<file path="src/rtl/jt12_wrfifo_if.sv">
// Host/jt12 bus bundle for the jt12 write buffer.
//   host_din/host_addr/host_wr : CPU register write request
//   host_full/host_level/host_ovf/bridge_busy : buffer status
//   ym_din/ym_addr/ym_cs_n/ym_wr_n : jt12 write port, ym_dout : jt12 status read
// Modports: slave = the buffer itself, master = the host/chip side driving it.
interface jt12_wrfifo_if #(
    parameter int unsigned DEPTH_LOG2 = 4
);
    logic [7:0]            host_din;
    logic [1:0]            host_addr;
    logic                  host_wr;
    logic                  host_full;
    logic [DEPTH_LOG2:0]   host_level;
    logic                  host_ovf;
    logic                  bridge_busy;
    logic [7:0]            ym_din;
    logic [1:0]            ym_addr;
    logic                  ym_cs_n;
    logic                  ym_wr_n;
    logic [7:0]            ym_dout;

    modport slave (
        input  host_din, host_addr, host_wr, ym_dout,
        output host_full, host_level, host_ovf, bridge_busy,
               ym_din, ym_addr, ym_cs_n, ym_wr_n
    );

    modport master (
        output host_din, host_addr, host_wr, ym_dout,
        input  host_full, host_level, host_ovf, bridge_busy,
               ym_din, ym_addr, ym_cs_n, ym_wr_n
    );
endinterface

</file>
<file path="src/rtl/jt12_wrfifo.sv">
// jt12_wrfifo: queues host register writes and replays them to jt12 with
// SETUP / STROBE / HOLD timing, then waits out the chip busy period after
// every data-port write.
// Ports: clk, rst_n (async active-low), bus (jt12_wrfifo_if.slave).
// Parameters: DEPTH_LOG2 (FIFO depth 2^N), WR_LEN (wr_n low cycles),
//             BUSY_WAIT (fixed post-data-write wait without polling).
// Build option: JT12_BUSY_POLL_EN - poll ym_dout[7] in WAIT instead of a
//               fixed delay (1024-cycle timeout).
module jt12_wrfifo #(
    parameter int unsigned DEPTH_LOG2 = 4,
    parameter int unsigned WR_LEN     = 2,
    parameter int unsigned BUSY_WAIT  = 32
) (
    input  logic           clk,
    input  logic           rst_n,
    jt12_wrfifo_if.slave   bus
);
    localparam int unsigned DEPTH = 1 << DEPTH_LOG2;
    localparam int unsigned PW    = DEPTH_LOG2 + 1;
    localparam int unsigned CW    = 10;

    typedef struct packed {
        logic [1:0] addr;
        logic [7:0] data;
    } entry_t;

    typedef enum logic [2:0] {
        S_IDLE, S_SETUP, S_STROBE, S_HOLD, S_WAIT
    } state_t;

    state_t         state_q, state_d;
    logic [CW-1:0]  cnt_q, cnt_d;
    logic [PW-1:0]  wptr_q, wptr_d, rptr_q, rptr_d, level_q, level_d;
    logic           full_q, full_d, ovf_q, ovf_d, busy_q, busy_d;
    logic           cs_n_q, cs_n_d, wr_n_q, wr_n_d;
    logic [1:0]     addr_q, addr_d;
    logic [7:0]     din_q, din_d;
    entry_t         mem [DEPTH];
    entry_t         head;
    logic           push, pop;

    // Full is the registered flag, so a push on full is dropped even with a same-cycle pop
    assign push = bus.host_wr && !full_q;
    assign pop  = (state_q == S_IDLE) && (level_q != '0);
    assign head = mem[rptr_q[DEPTH_LOG2-1:0]];

    // FIFO storage, no reset needed
    always_ff @(posedge clk) begin
        if (push) begin
            mem[wptr_q[DEPTH_LOG2-1:0]] <= '{addr: bus.host_addr, data: bus.host_din};
        end
    end

    // State and output registers
    always_ff @(posedge clk or negedge rst_n) begin
        if (!rst_n) begin
            state_q <= S_IDLE;
            cnt_q   <= '0;
            wptr_q  <= '0;
            rptr_q  <= '0;
            level_q <= '0;
            full_q  <= 1'b0;
            ovf_q   <= 1'b0;
            busy_q  <= 1'b0;
            cs_n_q  <= 1'b1;
            wr_n_q  <= 1'b1;
            addr_q  <= '0;
            din_q   <= '0;
        end else begin
            state_q <= state_d;
            cnt_q   <= cnt_d;
            wptr_q  <= wptr_d;
            rptr_q  <= rptr_d;
            level_q <= level_d;
            full_q  <= full_d;
            ovf_q   <= ovf_d;
            busy_q  <= busy_d;
            cs_n_q  <= cs_n_d;
            wr_n_q  <= wr_n_d;
            addr_q  <= addr_d;
            din_q   <= din_d;
        end
    end

    // Next state, FIFO bookkeeping and next output values
    always_comb begin
        state_d = state_q;
        cs_n_d  = 1'b1;
        wr_n_d  = 1'b1;
        addr_d  = addr_q;
        din_d   = din_q;

        case (state_q)
            S_IDLE:   if (pop) state_d = S_SETUP;
            S_SETUP:  state_d = S_STROBE;
            S_STROBE: if (cnt_q == CW'(WR_LEN - 1)) state_d = S_HOLD;
            // addr_q still holds the replayed port address here
            S_HOLD:   state_d = addr_q[0] ? S_WAIT : S_IDLE;
            S_WAIT: begin
`ifdef JT12_BUSY_POLL_EN
                // status ignored for the first two WAIT cycles
                if ((cnt_q == CW'(1023)) || ((cnt_q >= CW'(2)) && !bus.ym_dout[7])) begin
                    state_d = S_IDLE;
                end
`else
                if (cnt_q == CW'(BUSY_WAIT - 1)) state_d = S_IDLE;
`endif
            end
            default:  state_d = S_IDLE;
        endcase

        // cycle counter restarts on every state change
        cnt_d = (state_d != state_q) ? '0 : cnt_q + CW'(1);

        wptr_d  = wptr_q + PW'(push);
        rptr_d  = rptr_q + PW'(pop);
        level_d = level_q + PW'(push) - PW'(pop);
        full_d  = (level_d == PW'(DEPTH));
        ovf_d   = ovf_q | (bus.host_wr & full_q);
        busy_d  = (state_d != S_IDLE) || (level_d != '0);

        if (pop) begin
            addr_d = head.addr;
            din_d  = head.data;
        end

        // bus pins reflect the state being entered
        case (state_d)
            S_SETUP:  cs_n_d = 1'b0;
            S_STROBE: begin
                cs_n_d = 1'b0;
                wr_n_d = 1'b0;
            end
            S_HOLD:   cs_n_d = 1'b0;
            S_WAIT: begin
`ifdef JT12_BUSY_POLL_EN
                cs_n_d = 1'b0;
                addr_d = '0;
`else
                cs_n_d = 1'b1;
`endif
            end
            default:  cs_n_d = 1'b1;
        endcase
    end

    assign bus.host_full   = full_q;
    assign bus.host_level  = level_q;
    assign bus.host_ovf    = ovf_q;
    assign bus.bridge_busy = busy_q;
    assign bus.ym_din      = din_q;
    assign bus.ym_addr     = addr_q;
    assign bus.ym_cs_n     = cs_n_q;
    assign bus.ym_wr_n     = wr_n_q;
endmodule
</file>
<file path="src/flat_wrapper.sv">
// flat-port wrapper written by rule: the top's interface ports become plain ports
module jt12_wrfifo_flat 
#(
    parameter int unsigned DEPTH_LOG2 = 4,
    parameter int unsigned WR_LEN     = 2,
    parameter int unsigned BUSY_WAIT  = 32
)
  (clk, rst_n, bus_host_din, bus_host_addr, bus_host_wr, bus_ym_dout, bus_host_full, bus_host_level, bus_host_ovf, bus_bridge_busy, bus_ym_din, bus_ym_addr, bus_ym_cs_n, bus_ym_wr_n);
  jt12_wrfifo_if #(.DEPTH_LOG2(DEPTH_LOG2)) bus_i ();
  input  logic clk;
  input  logic rst_n;
  input wire logic [$bits(bus_i.host_din)-1:0] bus_host_din;
  input wire logic [$bits(bus_i.host_addr)-1:0] bus_host_addr;
  input wire logic [$bits(bus_i.host_wr)-1:0] bus_host_wr;
  input wire logic [$bits(bus_i.ym_dout)-1:0] bus_ym_dout;
  output wire logic [$bits(bus_i.host_full)-1:0] bus_host_full;
  output wire logic [$bits(bus_i.host_level)-1:0] bus_host_level;
  output wire logic [$bits(bus_i.host_ovf)-1:0] bus_host_ovf;
  output wire logic [$bits(bus_i.bridge_busy)-1:0] bus_bridge_busy;
  output wire logic [$bits(bus_i.ym_din)-1:0] bus_ym_din;
  output wire logic [$bits(bus_i.ym_addr)-1:0] bus_ym_addr;
  output wire logic [$bits(bus_i.ym_cs_n)-1:0] bus_ym_cs_n;
  output wire logic [$bits(bus_i.ym_wr_n)-1:0] bus_ym_wr_n;
  assign bus_i.host_din = bus_host_din;
  assign bus_i.host_addr = bus_host_addr;
  assign bus_i.host_wr = bus_host_wr;
  assign bus_i.ym_dout = bus_ym_dout;
  assign bus_host_full = bus_i.host_full;
  assign bus_host_level = bus_i.host_level;
  assign bus_host_ovf = bus_i.host_ovf;
  assign bus_bridge_busy = bus_i.bridge_busy;
  assign bus_ym_din = bus_i.ym_din;
  assign bus_ym_addr = bus_i.ym_addr;
  assign bus_ym_cs_n = bus_i.ym_cs_n;
  assign bus_ym_wr_n = bus_i.ym_wr_n;
  jt12_wrfifo #(.DEPTH_LOG2(DEPTH_LOG2), .WR_LEN(WR_LEN), .BUSY_WAIT(BUSY_WAIT)) u_core (.clk(clk), .rst_n(rst_n), .bus(bus_i));
endmodule
</file>
<file path="config.mk">
export PLATFORM = sky130hd
export DESIGN_NAME = jt12_wrfifo_flat
export DESIGN_NICKNAME = d
export VERILOG_FILES = /design/src/rtl/jt12_wrfifo_if.sv /design/src/rtl/jt12_wrfifo.sv /design/src/flat_wrapper.sv
export SDC_FILE = /design/constraint.sdc
export NUM_CORES = 1
export LEC_CHECK = 0
export BUFFER_PORTS_ARGS = -buffer_cell sky130_fd_sc_hd__buf_2
export CAP_MARGIN = 20
export CORE_MARGIN = 4
export CORE_UTILIZATION = 47
export CTS_BUF_LIST = sky130_fd_sc_hd__clkbuf_4 sky130_fd_sc_hd__clkbuf_8
export DETAILED_ROUTE_END_ITERATION = 7
export PLACE_DENSITY = 0.74
export SYNTH_ARGS = -nofsm -noshare
export SYNTH_HDL_FRONTEND = slang
export SYNTH_SLANG_ARGS = --single-unit
</file>
<file path="constraint.sdc">
create_clock -name clk -period 4 [get_ports clk]
set_input_delay 0.4 -clock clk [delete_from_list [all_inputs] [get_ports clk]]
set_output_delay 0.4 -clock clk [all_outputs]
set_load 0.02 [all_outputs]
</file>
# ---- Word-level counts from Yosys, hierarchy flattened
# Memory sizes are Yosys's and may differ from the RTL's. A register that Yosys moved wholly into a read port is not among the register bits.
# Index checks and enable logic that the tools add are counted.
dict set report word_totals {
  regBits 33
  ramBits 160
  inputBits 21
  out_inout_bits 20
  elab_cells 49
  mem_count 1
}
dict set report classes {
  n_addsub 5
  eq_ne 11
  mux 10
  bitwise 2
  n_reduce_logical 10
}
# name words width read_ports rd_ports_with_merged_regs write_ports line
set memory_table {}
lappend memory_table {u_core.mem 16 10 1 1 1 jt12_wrfifo.sv:38} ;# entry_t mem [DEPTH];
# operator n
set ops {}
lappend ops {{$add 5x1->5} 3}
lappend ops {{$pmux 3 s5} 1}
lappend ops {{$eq 3x2->1 const B} 4}
lappend ops {{$mux 3} 4}
lappend ops {{$add 10x1->10 const B} 1}
lappend ops {{$eq 10x1->1 const B} 1}
lappend ops {{$eq 10x5->1 const B} 1}
lappend ops {{$mux 10} 1}
lappend ops {{$reduce_bool 5->1} 2}
lappend ops {{$eq 3x1->1 const B} 2}
lappend ops {{$eq 5x5->1 const B} 1}
lappend ops {{$sub 5x1->5} 1}
lappend ops {{$mux 1} 4}
lappend ops {{$eq 3x3->1 const B} 1}
lappend ops {{$logic_not 3->1} 1}
lappend ops {{$ne 3x3->1} 1}
lappend ops {{$reduce_bool 3->1} 1}
lappend ops {{$reduce_or 3->1} 1}
lappend ops {{$logic_and 1x1->1} 2}
lappend ops {{$logic_not 1->1} 2}
lappend ops {{$and 1x1->1} 1}
lappend ops {{$logic_or 1x1->1} 1}
lappend ops {{$or 1x1->1} 1}

# ---- Logic depth before layout (Yosys ltp)
# Gate-level depths: netlist of run 1.
dict set report depth {
  word_depth 7
  ltp_mapped 16
  ltp_nobuf 15
}

# ---- Worst setup path after synthesis of run 1
# No wires, ideal clock.
dict set report synth_timing {
  path_kind {register to register}
  startpoint {register u_core.level_q[2] (netlist: u_core.bus.host_level[2])}
  endpoint {register u_core.busy_q (netlist: u_core.bus.bridge_busy)}
  setup_ps 140
  arrival_time_ps 3049
  required_ps 3860
  slack_ps 811
  stages_incl_launch_ff 15
  n_path_buf 1
  synth_period_minus_slack_ps 3189
  path_cell_list {dfrtp_1 > inv_1 > ha_1 > nor4b_1 > or4_1 > clkbuf_1 > inv_1 > ha_1 > inv_1 > ha_1 > inv_1 > fa_1 > inv_1 > nor4b_1 > nand4_1}
}
dict set report synth_between {
  word_cells_on_any_way 9
  classes_between {2 x add/sub; 2 x mux; 5 x reduce/logical}
}
# item line
set synth_lines {}
lappend synth_lines {{from (decl)} jt12_wrfifo.sv:33} ;# logic [PW-1:0] wptr_q, wptr_d, rptr_q, rptr_d, level_q, level_d;
lappend synth_lines {{from (signal assigned)} jt12_wrfifo.sv:74} ;# level_q <= level_d;
lappend synth_lines {{$reduce_bool 5->1} jt12_wrfifo.sv:44} ;# assign pop = (state_q == S_IDLE) && (level_q != '0);
lappend synth_lines {{$logic_and 1x1->1} jt12_wrfifo.sv:44}
lappend synth_lines {{named net u_core.pop} jt12_wrfifo.sv:40} ;# logic push, pop;
lappend synth_lines {{$sub 5x1->5} jt12_wrfifo.sv:117} ;# level_d = level_q + PW'(push) - PW'(pop);
lappend synth_lines {{named net u_core.level_d[1]} jt12_wrfifo.sv:33}
lappend synth_lines {{$reduce_bool 5->1} jt12_wrfifo.sv:120} ;# busy_d = (state_d != S_IDLE) || (level_d != '0);
lappend synth_lines {{$logic_or 1x1->1} jt12_wrfifo.sv:120}
lappend synth_lines {{named net u_core.busy_d} jt12_wrfifo.sv:34} ;# logic full_q, full_d, ovf_q, ovf_d, busy_q, busy_d;
lappend synth_lines {{to (signal assigned)} jt12_wrfifo.sv:77} ;# busy_q <= busy_d;
lappend synth_lines {{to (decl)} jt12_wrfifo.sv:34}
# The timed path passes the listed nets, and every way through them passes these cells.

# ---- Final worst setup path of run 1
dict set report layout_timing {
  startpoint {register u_core.level_q[2] (netlist: u_core.bus.host_level[2])}
  endpoint {register u_core.busy_q (netlist: u_core.bus.bridge_busy)}
}
dict set report layout_between {
  elab_chain_cells 6
  word_cells_on_any_way 9
  classes_between {2 x add/sub; 2 x mux; 5 x reduce/logical}
}
# item line
set layout_rtl {}
lappend layout_rtl {{$reduce_bool 5->1 *} jt12_wrfifo.sv:44}
lappend layout_rtl {{$logic_and 1x1->1 *} jt12_wrfifo.sv:44}
lappend layout_rtl {{named net u_core.pop} jt12_wrfifo.sv:40}
lappend layout_rtl {{parallel branches: the longest is 3 deep, another holds $sub 5x1->5} n/a}
lappend layout_rtl {{$logic_or 1x1->1 *} jt12_wrfifo.sv:120}
lappend layout_rtl {{named net u_core.busy_d} jt12_wrfifo.sv:34}
# Mark *: on every way through the listed nets, which the timed path passes.

==> metrics.md, run 1 <==
| Metric | Value |
|---|---|
| Status | completed |
| Routed Antenna Nets | 0 |
| P&R area growth vs syn | 12.8% |
| Clk_skew | 0.0175 ns |
| Syn Area/Cell | 18.5 um2 |
| Fin crit period | 3.00 ns |
| Initial Utilization | 48.2% |
| WP data required | 4.39 ns |
| First-pass GRT wire length | 23.3 mm |
| Synth top area share | 59.9% |
| Pwr dens | 721 nW/um2 |
| WHS Endpoint | u_core.bus.host_ovf |
| Layout cells sized above 1 | 27.5% |
| Core area | 16600 um2 |
| Largest net degree at the start of global routing | 42 |
| Fraction of registers with async set/reset | 20.4% |
| Initial DRC count | 363 |
| Post-Route WL | 14.5 mm |
| Grt total ovfl | 0 |
| RSZ-0062 raised after global routing | no |
| Count leader, synth | edfxtp_1 |
| IO Pins | 41 |
| Via density | 5.47 |
| Worst-Margin Slew | 1.08 ns |
| Synth area leader | edfxtp_1 |
| CTS buffer count | 30 |
| R2R setup slack | 1.00 ns |
| RR Startpoint | u_core.bus.host_level[2] |
| Synth cell types | 37 |
| ANT cells | 0 |
| Critical-path maximum fanout | 3 |
| Die Footprint | 19200 um2 |
| Post-Syn Nets | 468 |
| VDD IR max | 0.000540 V |
| Seq/Total Area, Yosys | 72.7% |
| # fillers | 1288 |
| Die H | 139 um |
| Hold Path Cell Cnt | 2 |
| Vias in the first global route | 4220 |
| Drt first pass iters | 6 |
| CTS clock-pin slew for the worst setup and hold paths | 0.06 ns |
| # DRC | 0 |
| Leak | 3.29 nW |
| Final Util | 54.4% |
| Setup TNS | 0 ns |
| # nets final | 528 |
| Critical R2R Capture | u_core.bus.bridge_busy |
| TritonCTS clock tree | yes |
| R2R depth | 15 |
| Min-delay src | bus_host_wr |
| Total Routing Usage GR | 15.3% |
| Synth warnings | 0 |
| Synth Flop Type | edfxtp_1 |
| Endpoint class of the critical path | flop |
| FP Rows | 47 |
| Port-buffer cells | 32 |
| Class of the most critical setup path | reg -> reg |
| Max-cap violations | 0 |
| Fin crit share | 75.0% |
| Final hold vios | 0 |
| Mapped Cells | 434 |
| CTS H-Tree Depth | 1 |
| Synth Register Bits | 201 |
| Routed vias | 4029 |
| Top cells by count, synth | 160 x edfxtp_1, 39 x dfrtp_1, 30 x mux4_2 |
| CP arrival | 3.39 ns |
| Slew HR | 28.1% |
| Crit start category | flop |
| Final HPWL DP | 8.86 mm |
| EDFF count, synth | 160 |
| Final setup viols | 0 |
| Fmax | 0.333 GHz |
| Mapped Area | 8020 um2 |
| # clock sinks | 201 |
| Drt wl/cell | 19.7 um |
| Largest cells by area after synthesis | edfxtp_1 60%, dfrtp_1 12%, mux4_2 8.4% |
| Initial antenna violation count | 0 |
| Die Width | 139 um |
| Worst min path class | in -> reg |
| Worst-case clock buffer depth | 3 |
| Root buffer cell | clkbuf_8 |
| RePlAce Congestion | 0.748 |
| Setup Buffers After CTS | 0 |
| Worst skew pair latency | 0.55 ns |
| Pins Over Slew Limit | 0 |
[power breakdown]
| part | switching (mW) | internal, mW | leakage (nW) | total [mW] |
|---|---|---|---|---|
| Combinational | 1.07 | 0.923 | 1.02 | 1.99 |
| Sequential | 0.321 | 2.62 | 1.95 | 2.94 |
| Clock | 0.722 | 0.875 | 0.320 | 1.60 |
[routing by layer]
layer  part of all wire (%)  vias to the layer above  wire (um)  track usage [%]
met3                    6.4                       32        925             3.38
li1                       -                     1815          -                -
met4                    2.3                        0        341             4.22
met2                     48                      128       6950             24.5
met5                      0                        -          0                0
met1                     43                     2054       6300             21.7
[kinds of logic (layout without fill, tap and decap cells)]
| group | Yosys count | count (layout) | synth area share (%) |
|---|---|---|---|
| AOI/OAI and AO/OA | 28 | 28 | 2.14 |
| muxes | 60 | 60 | 14.3 |
| buffers and inverters | 33 | 116 | 2.00 |
| DFF | 201 | 201 | 72.7 |
| and+or+nand+nor | 82 | 82 | 4.83 |
| xor gates and xnor gates | 17 | 17 | 1.86 |
| adders and majority gates | 13 | 13 | 2.12 |
[layout make-up]
cell class / instances / area, um2 / share of cell area, %
clock buffers: 48 / 554 / 6.13
clock inverters: 7 / 33.8 / 0.373
inverters: 16 / 60.1 / 0.664
multi-input cells: 200 / 2030 / 22.4
flip-flops and latches: 201 / 5840 / 64.5
well taps: 220 / 275 / 3.04
repair buffers: 45 / 260 / 2.88
[what timing repair did]
| action | in CTS | in global routing |
|---|---|---|
| endpoints found under the hold margin | 4 | 0 |
| hold buffers | 1 | 0 |
| resized for setup | 0 | 0 |
[registers in the layout, summed over array words and instances, names as in the netlist]
| signal | flops |
|---|---|
| u_core.bus.ym_wr_n | 1 |
| u_core.bus.bridge_busy | 1 |
| u_core.bus.ym_din | 8 |
| u_core.bus.host_full | 1 |
| u_core.bus.host_level | 5 |
| u_core.rptr_q | 4 |
| u_core.bus.ym_cs_n | 1 |
| u_core.mem | 160 |
| u_core.bus.host_ovf | 1 |
| u_core.wptr_q | 4 |
| u_core.state_q | 3 |
| u_core.bus.ym_addr | 2 |
| u_core.cnt_q | 10 |
[stage by stage]
step	instances	power [mW]	hold slack, ns	instance area, um2	worst slack, ns
2_1_floorplan	434	4.43	0.104	8020	0.811
3_3_place_gp	681	4.90	0.439	8450	1.04
3_5_place_dp	681	4.99	0.447	8450	0.983
4_1_cts	737	6.60	0.0600	9050	0.969
5_1_grt	737	6.93	0.0690	9050	0.745
6_report	737	6.53	0.0825	9050	1.00
[critical path, cell delays in order (launching register included)]
cell and delay (ns):
dfrtp_1 0.38, inv_1 0.07, ha_1 0.18, nor4b_1 0.14, or4_1 0.45, inv_1 0.11
ha_1 0.23, inv_1 0.06, ha_1 0.15, inv_1 0.05, fa_1 0.40, inv_1 0.08
a21oi_1 0.07, o21bai_1 0.15, xnor2_1 0.19, nand4_1 0.13
[layout by cell type, fill, tap and decap left out, types with 3 or more instances in the layout]
| cell type | instances |
|---|---|
| edfxtp_1 | 160 |
| dfrtp_1 | 37 |
| buf_2 | 32 |
| clkbuf_8 | 31 |
| mux4_2 | 30 |
| nor2_1 | 27 |
| nand2_1 | 22 |
| clkbuf_4 | 17 |
| inv_1 | 16 |
| xnor2_1 | 12 |
| a21oi_1 | 12 |
| ha_1 | 12 |
| buf_4 | 12 |
| mux2_2 | 10 |
| mux2i_1 | 10 |
| o21ai_1 | 10 |
| mux4_1 | 10 |
| nand3_1 | 9 |
| nor3_1 | 6 |
| xor2_1 | 5 |
| clkinv_1 | 4 |
| nor2b_1 | 3 |
[how the worst max path moves through the flow]
stage / slack [ns] / cells past startpoint / start / end
after floorplan: 0.81 / 14 / u_core.bus.host_level[2] / u_core.bus.bridge_busy
after global placement: 1.04 / 13 / u_core.bus.host_level[3] / u_core.bus.bridge_busy
after detailed placement: 0.98 / 13 / u_core.bus.host_level[2] / u_core.bus.bridge_busy
after CTS: 0.97 / 13 / u_core.bus.host_level[2] / u_core.bus.bridge_busy
after global routing: 0.74 / 15 / u_core.bus.host_level[2] / u_core.bus.bridge_busy
final: 1.00 / 15 / u_core.bus.host_level[2] / u_core.bus.bridge_busy
No activity file was read; power rests on OpenSTA's default activity.
==> run 2, diff against run 1 <==
PLACE_DENSITY = 0.76   (was 0.74)
clock period = 2.5 ns   (was 4 ns; I/O delays follow)
==> metrics.md, run 2 (same netlist as run 1, synthesis figures left out) <==
| Metric | Value |
|---|---|
| Status | finished with violations |
| Failing checks | negative setup slack |
| Worst min path class | in -> reg |
| IO Pins | 41 (unchanged) |
| P&R area growth vs syn | 16.8% |
| Worst-case clock buffer depth | 3 (unchanged) |
| # nets final | 553 (+4.7%) |
| VDD IR max | 0.000869 V (+61%) |
| Most common cell after layout, fill and taps aside | edfxtp_1 |
| Initial antenna violation count | 1 (+1) |
| Fin crit period | 2.72 ns (-0.277 ns) |
| Routed Antenna Nets | 0 (unchanged) |
| Crit start category | flop |
| WP data required | 2.89 ns (-1.50 ns) |
| Die H | 139 um (unchanged) |
| CTS buffer count | 31 (+3.3%) |
| Max reg flops | 160 (unchanged) |
| Post-Route WL | 15.1 mm (+4.2%) |
| Worst-Margin Slew | 0.923 ns (-0.152 ns) |
| ANT cells | 0 (unchanged) |
| Critical R2R Capture | u_core.bus.bridge_busy |
| Vias in the first global route | 4370 (+3.6%) |
| Final instance area | 9370 um2 (+3.6%) |
| Layout cells sized above 1 | 33.1% (+5.7 points) |
| Routed vias | 4078 (+1.2%) |
| Root buffer cell | clkbuf_8 |
| Most frequent cells in the layout | 160 x edfxtp_1, 36 x dfrtp_1, 34 x clkbuf_8, 34 x buf_4, 32 x buf_2 |
| RePlAce Congestion | 0.736 (-1.6%) |
| Fmax | 0.367 GHz (+10%) |
| CTS clock-pin slew for the worst setup and hold paths | 0.06 ns (about the same) |
| R2R setup slack | -0.22 ns (-1.22 ns) |
| Largest net degree at the start of global routing | 42 (unchanged) |
| Final HPWL DP | 9.38 mm (+5.9%) |
| # clock sinks | 201 (unchanged) |
| Max-cap violations | 0 (unchanged) |
| Fin crit share | 109% (+34 points) |
| Pins Over Slew Limit | 0 (unchanged) |
| Slew HR | 38.4% (+10 points) |
| Leak | 3.44 nW (+4.5%) |
| RR Startpoint | u_core.bus.host_level[3] |
| R2R depth | 13 (-2) |
| Die Width | 139 um (unchanged) |
| Port-buffer cells | 32 (unchanged) |
| TritonCTS clock tree | yes |
| End of the critical path | u_core.bus.bridge_busy |
| Initial Utilization | 48.2% (unchanged) |
| Cells after DPL | 703 (+3.2%) |
| First-pass GRT wire length | 24.2 mm (+3.9%) |
| Final worst-path setup slack | -0.223 ns (-1.22 ns) |
| Crit path from | u_core.bus.host_level[3] |
| Clk_skew | 0.00828 ns (-0.00919 ns) |
| Total Routing Usage GR | 15.9% (+0.61 points) |
| Drt wl/cell | 19.8 um (+0.61%) |
| Pwr dens | 1180 nW/um2 (+64%) |
| CP arrival | 3.11 ns (-0.28 ns) |
| FP Rows | 47 (unchanged) |
| CTS H-Tree Depth | 1 (unchanged) |
| Initial DRC count | 348 (-4.1%) |
| Drt first pass iters | 4 (-2) |
| Critical-path maximum fanout | 2 (-1) |
| Core area | 16600 um2 (unchanged) |
| Die Footprint | 19200 um2 (unchanged) |
| Final Non-Filler Cells | 763 (+3.5%) |
| # DRC | 0 (unchanged) |
| RSZ-0062 raised after global routing | yes |
| Setup TNS | -0.495 ns (-0.495 ns) |
| Final hold vios | 0 (unchanged) |
| Via density | 5.34 (-2.2%) |
| Endpoint class of the critical path | flop |
| Worst skew pair latency | 0.53 ns (-0.02 ns) |
| Grt total ovfl | 0 (unchanged) |
| Hold Path Cell Cnt | 1 (-1) |
| Class of the most critical setup path | reg -> reg |
| Final setup viols | 3 (+3) |
| Placed Area | 8680 um2 (+2.7%) |
==> run 2: layout make-up <==
type | instances | area (um2)
fill | 1234 | 7270
sequential | 201 | 5840
multi-input combinational | 200 | 2130
clock buffer | 41 | 520
timing repair buffer | 69 | 455
tap | 220 | 275
clock inverter | 16 | 91.3
inverter | 16 | 65.1
==> run 2: report_power, final <==
group	switching (mW)	leakage [nW]	internal, mW
sequential	0.305	1.95	4.19
combinational	2.13	1.16	1.86
clock	1.17	0.324	1.45
total	3.60	3.44	7.51
==> run 2: what timing repair did <==
item / in CTS / in global routing
endpoints found under the setup margin: 3 / 4
pin swaps: 7 / 2
buffers inserted: 1 / 0
hold buffers: 2 / 0
endpoints found under the hold margin: 40 / 0
gates resized for setup: 4 / 6
gates cloned: 0 / 0
==> run 2: stage by stage <==
step	utilization [%]	hold WS [ns]	worst slack (ns)	power, mW
6_report	56.3	0.109	-0.223	11.1
5_1_grt	56.3	0.0840	-0.320	11.8
4_1_cts	56.2	0.0767	-0.238	11.1
3_5_place_dp	52.1	0.439	-0.418	8.37
3_3_place_gp	52.1	0.420	-0.283	8.20
2_1_floorplan	-	-0.0456	-0.496	7.26
==> run 2: layer usage <==
layer,wire (um),vias to the layer above,global-route usage (%)
li1,-,1866,-
met1,6360,2068,21.9
met2,7570,120,26.6
met3,964,22,3.66
met4,210,2,3.24
met5,13,-,0
==> run 2: worst min path at each step <==
stage	start	end	slack, ns
floorplan	rst_n	u_core.bus.bridge_busy	-0.05
global placement	rst_n	u_core.bus.host_ovf	0.42
detailed placement	rst_n	u_core.bus.host_ovf	0.44
CTS	bus_host_addr[0]	u_core.mem[2][8]	0.08
global route	bus_host_addr[0]	u_core.mem[4][8]	0.08
finish	bus_host_din[4]	u_core.mem[3][4]	0.11
==> run 2: worst max-delay path, cell delays in order (launching register included) <==
cell,delay [ns]
dfrtp_2,0.37
inv_2,0.06
ha_4,0.14
nor4b_4,0.13
or4_4,0.44
inv_4,0.08
ha_4,0.19
inv_4,0.05
ha_4,0.12
inv_2,0.03
fa_2,0.52
inv_2,0.05
nor4b_4,0.28
nand4_1,0.13
==> run 3, diff against run 2 <==
SETUP_SLACK_MARGIN = 0.5   (was not set)
==> metrics.md, run 3 (same netlist as run 1, synthesis figures left out) <==
| Metric | Value |
|---|---|
| Die Width | 139 um (unchanged) |
| Endpoint class of the critical path | flop |
| Final HPWL DP | 9.34 mm (-0.35%) |
| Critical-path maximum fanout | 2 (unchanged) |
| Gate power share | 37.2% (+1.3 points) |
| Layout cells sized above 1 | 37.3% (+4.1 points) |
| Net Sw Power | 3.77 mW (+4.7%) |
| Dpl ws | -0.371 ns (+0.0472 ns) |
| RSZ-0062 raised after global routing | yes |
| Worst min path class | in -> reg |
| FP Rows | 47 (unchanged) |
| VDD IR max | 0.000741 V (-15%) |
| Routed vias | 4216 (+3.4%) |
| Crit path from | u_core.bus.host_level[2] |
| Status | finished with violations |
| Worst-case clock buffer depth | 3 (unchanged) |
| CTS H-Tree Depth | 1 (unchanged) |
| Failing checks | negative setup slack |
| Pins Over Slew Limit | 0 (unchanged) |
| Core area | 16600 um2 (unchanged) |
| Routed Antenna Nets | 0 (unchanged) |
| P&R area growth vs syn | 19.1% |
| Fmax | 0.370 GHz (+0.72%) |
| TritonCTS clock tree | yes |
| Worst-Margin Slew | 0.936 ns (+0.0127 ns) |
| Initial antenna violation count | 0 (-1) |
| Final worst-path setup slack | -0.204 ns (+0.0194 ns) |
| First-pass GRT wire length | 24.2 mm (about the same) |
| Class of the most critical setup path | reg -> reg |
| RePlAce Congestion | 0.763 (+3.6%) |
| # DRC | 0 (unchanged) |
| Leak | 3.51 nW (+2.1%) |
| ANT cells | 0 (unchanged) |
| CP arrival | 3.12 ns (about the same) |
| Hold slack | 0.0707 ns (-0.0388 ns) |
| Worst skew pair latency | 0.56 ns (+0.03 ns) |
| Initial DRC count | 249 (-28%) |
| Clk_skew | 0.0174 ns (+0.00909 ns) |
| Die Footprint | 19200 um2 (unchanged) |
| Vias in the first global route | 4422 (+1.2%) |
| RR Startpoint | u_core.bus.host_level[2] |
| Total Routing Usage GR | 15.9% (-0.054 points) |
| # clock sinks | 201 (unchanged) |
| Fin crit period | 2.70 ns (-0.0194 ns) |
| Most common cell after layout, fill and taps aside | edfxtp_1 |
| Most frequent cells in the layout | 160 x edfxtp_1, 36 x dfrtp_1, 35 x buf_4, 33 x buf_2, 31 x clkbuf_8 |
| Final Non-Filler Cells | 770 (+0.92%) |
| Largest net degree at the start of global routing | 42 (unchanged) |
| R2R setup slack | -0.20 ns (+0.02 ns) |
| Power Internal | 7.66 mW (+2.1%) |
| Post-Route WL | 15.4 mm (+1.7%) |
| Initial Utilization | 48.2% (unchanged) |
| Drt first pass iters | 4 (unchanged) |
| # nets final | 559 (+1.1%) |
| Setup TNS | -0.523 ns (-0.0282 ns) |
| CTS clock-pin slew for the worst setup and hold paths | 0.06 ns (about the same) |
| Max-cap violations | 0 (unchanged) |
| Slew HR | 37.6% (-0.85 points) |
| Root buffer cell | clkbuf_8 |
| Total Power | 11.4 mW (+2.9%) |
| Drt wl/cell | 20.0 um (+0.76%) |
| Final hold vios | 0 (unchanged) |
| Cells after DPL | 702 (-0.14%) |
| Grt total ovfl | 0 (unchanged) |
| Fin crit share | 108% (-0.78 points) |
| Min-delay src | bus_host_addr[0] |
| Die H | 139 um (unchanged) |
| Port-buffer cells | 32 (unchanged) |
| Sw Share | 33.0% (+0.56 points) |
| Via density | 5.48 (+2.4%) |
| WP data required | 2.91 ns (+0.02 ns) |
| IO Pins | 41 (unchanged) |
| Crit start category | flop |
| CTS buffer count | 31 (unchanged) |
| Clk pwr share | 23.1% (-0.5 points) |
| Pwr dens | 1200 nW/um2 (+1.0%) |
| Register share of total power | 39.7% (-0.8 points) |
| Max reg flops | 160 (unchanged) |
| Final setup viols | 3 (unchanged) |
[run 3: changes by cell type in the layout (fill, tap and decap cells not counted), sizes merged]
cell / change
inv: +1
clkinv: -1
clkbuf: +2
buf: +5
[run 3: worst max-delay path, stage by stage (launching register included)]
cell and delay [ns]:
dfrtp_2 0.36, inv_2 0.05, ha_4 0.14, nor4b_4 0.12, or4_4 0.45, inv_4 0.08, ha_4 0.19, inv_2 0.06
ha_4 0.12, inv_2 0.03, fa_2 0.52, inv_2 0.05, nor4b_4 0.28, nand4_1 0.12
[run 3: power by group through the flow]
stage | combinational [mW] | clock (mW) | sequential [mW]
CTS | 4.04 | 2.72 | 4.52
detailed placement | 3.82 | 0 | 4.57
global placement | 3.70 | 0 | 4.54
finish | 4.25 | 2.65 | 4.53
global route | 4.61 | 2.89 | 4.59
floorplan | 2.61 | 0 | 4.68
[run 3: stage by stage]
| stage | util (%) | cell area, um2 |
|---|---|---|
| 2_1_floorplan | - | 8120 |
| 3_3_place_gp | 52.3 | 8700 |
| 3_5_place_dp | 52.3 | 8700 |
| 4_1_cts | 56.6 | 9420 |
| 5_1_grt | 57.4 | 9550 |
| 6_report | 57.4 | 9550 |
[run 3: timing repair]
action                                  CTS  global route
hold endpoints to repair                 40             0
gates cloned                              0             2
endpoints found under the setup margin   37            38
resized for setup                         8            13
buffers inserted                          3             3
hold buffers                              2             0
pin swaps                                 8             1
[run 3: layout make-up]
cell class / count / area [um2]
Fill cell: 1223 / 7090
Sequential cell: 201 / 5840
Multi-Input combinational cell: 200 / 2220
Timing Repair Buffer: 75 / 543
Clock buffer: 42 / 509
Tap cell: 220 / 275
Clock inverter: 16 / 104
Inverter: 16 / 62.6
[run 3: routing by layer]
layer  share of wire [%]  track usage (%)
met1                  43             22.3
met3                 5.6             3.17
met4                 2.2             4.43
met5                   0                0
met2                  49             25.8
[run 3: final timing paths]
| check | endpoint | cells after the start |
|---|---|---|
| hold / removal | u_core.mem[2][8] | 1 |
| hold reg to reg | u_core.bus.host_ovf | 1 |
| min in group asynchronous | u_core.cnt_q[1] | 2 |
| setup reg to reg | u_core.bus.bridge_busy | 13 |
| max in group asynchronous | u_core.rptr_q[0] | 2 |
| setup / recovery | u_core.bus.bridge_busy | 13 |
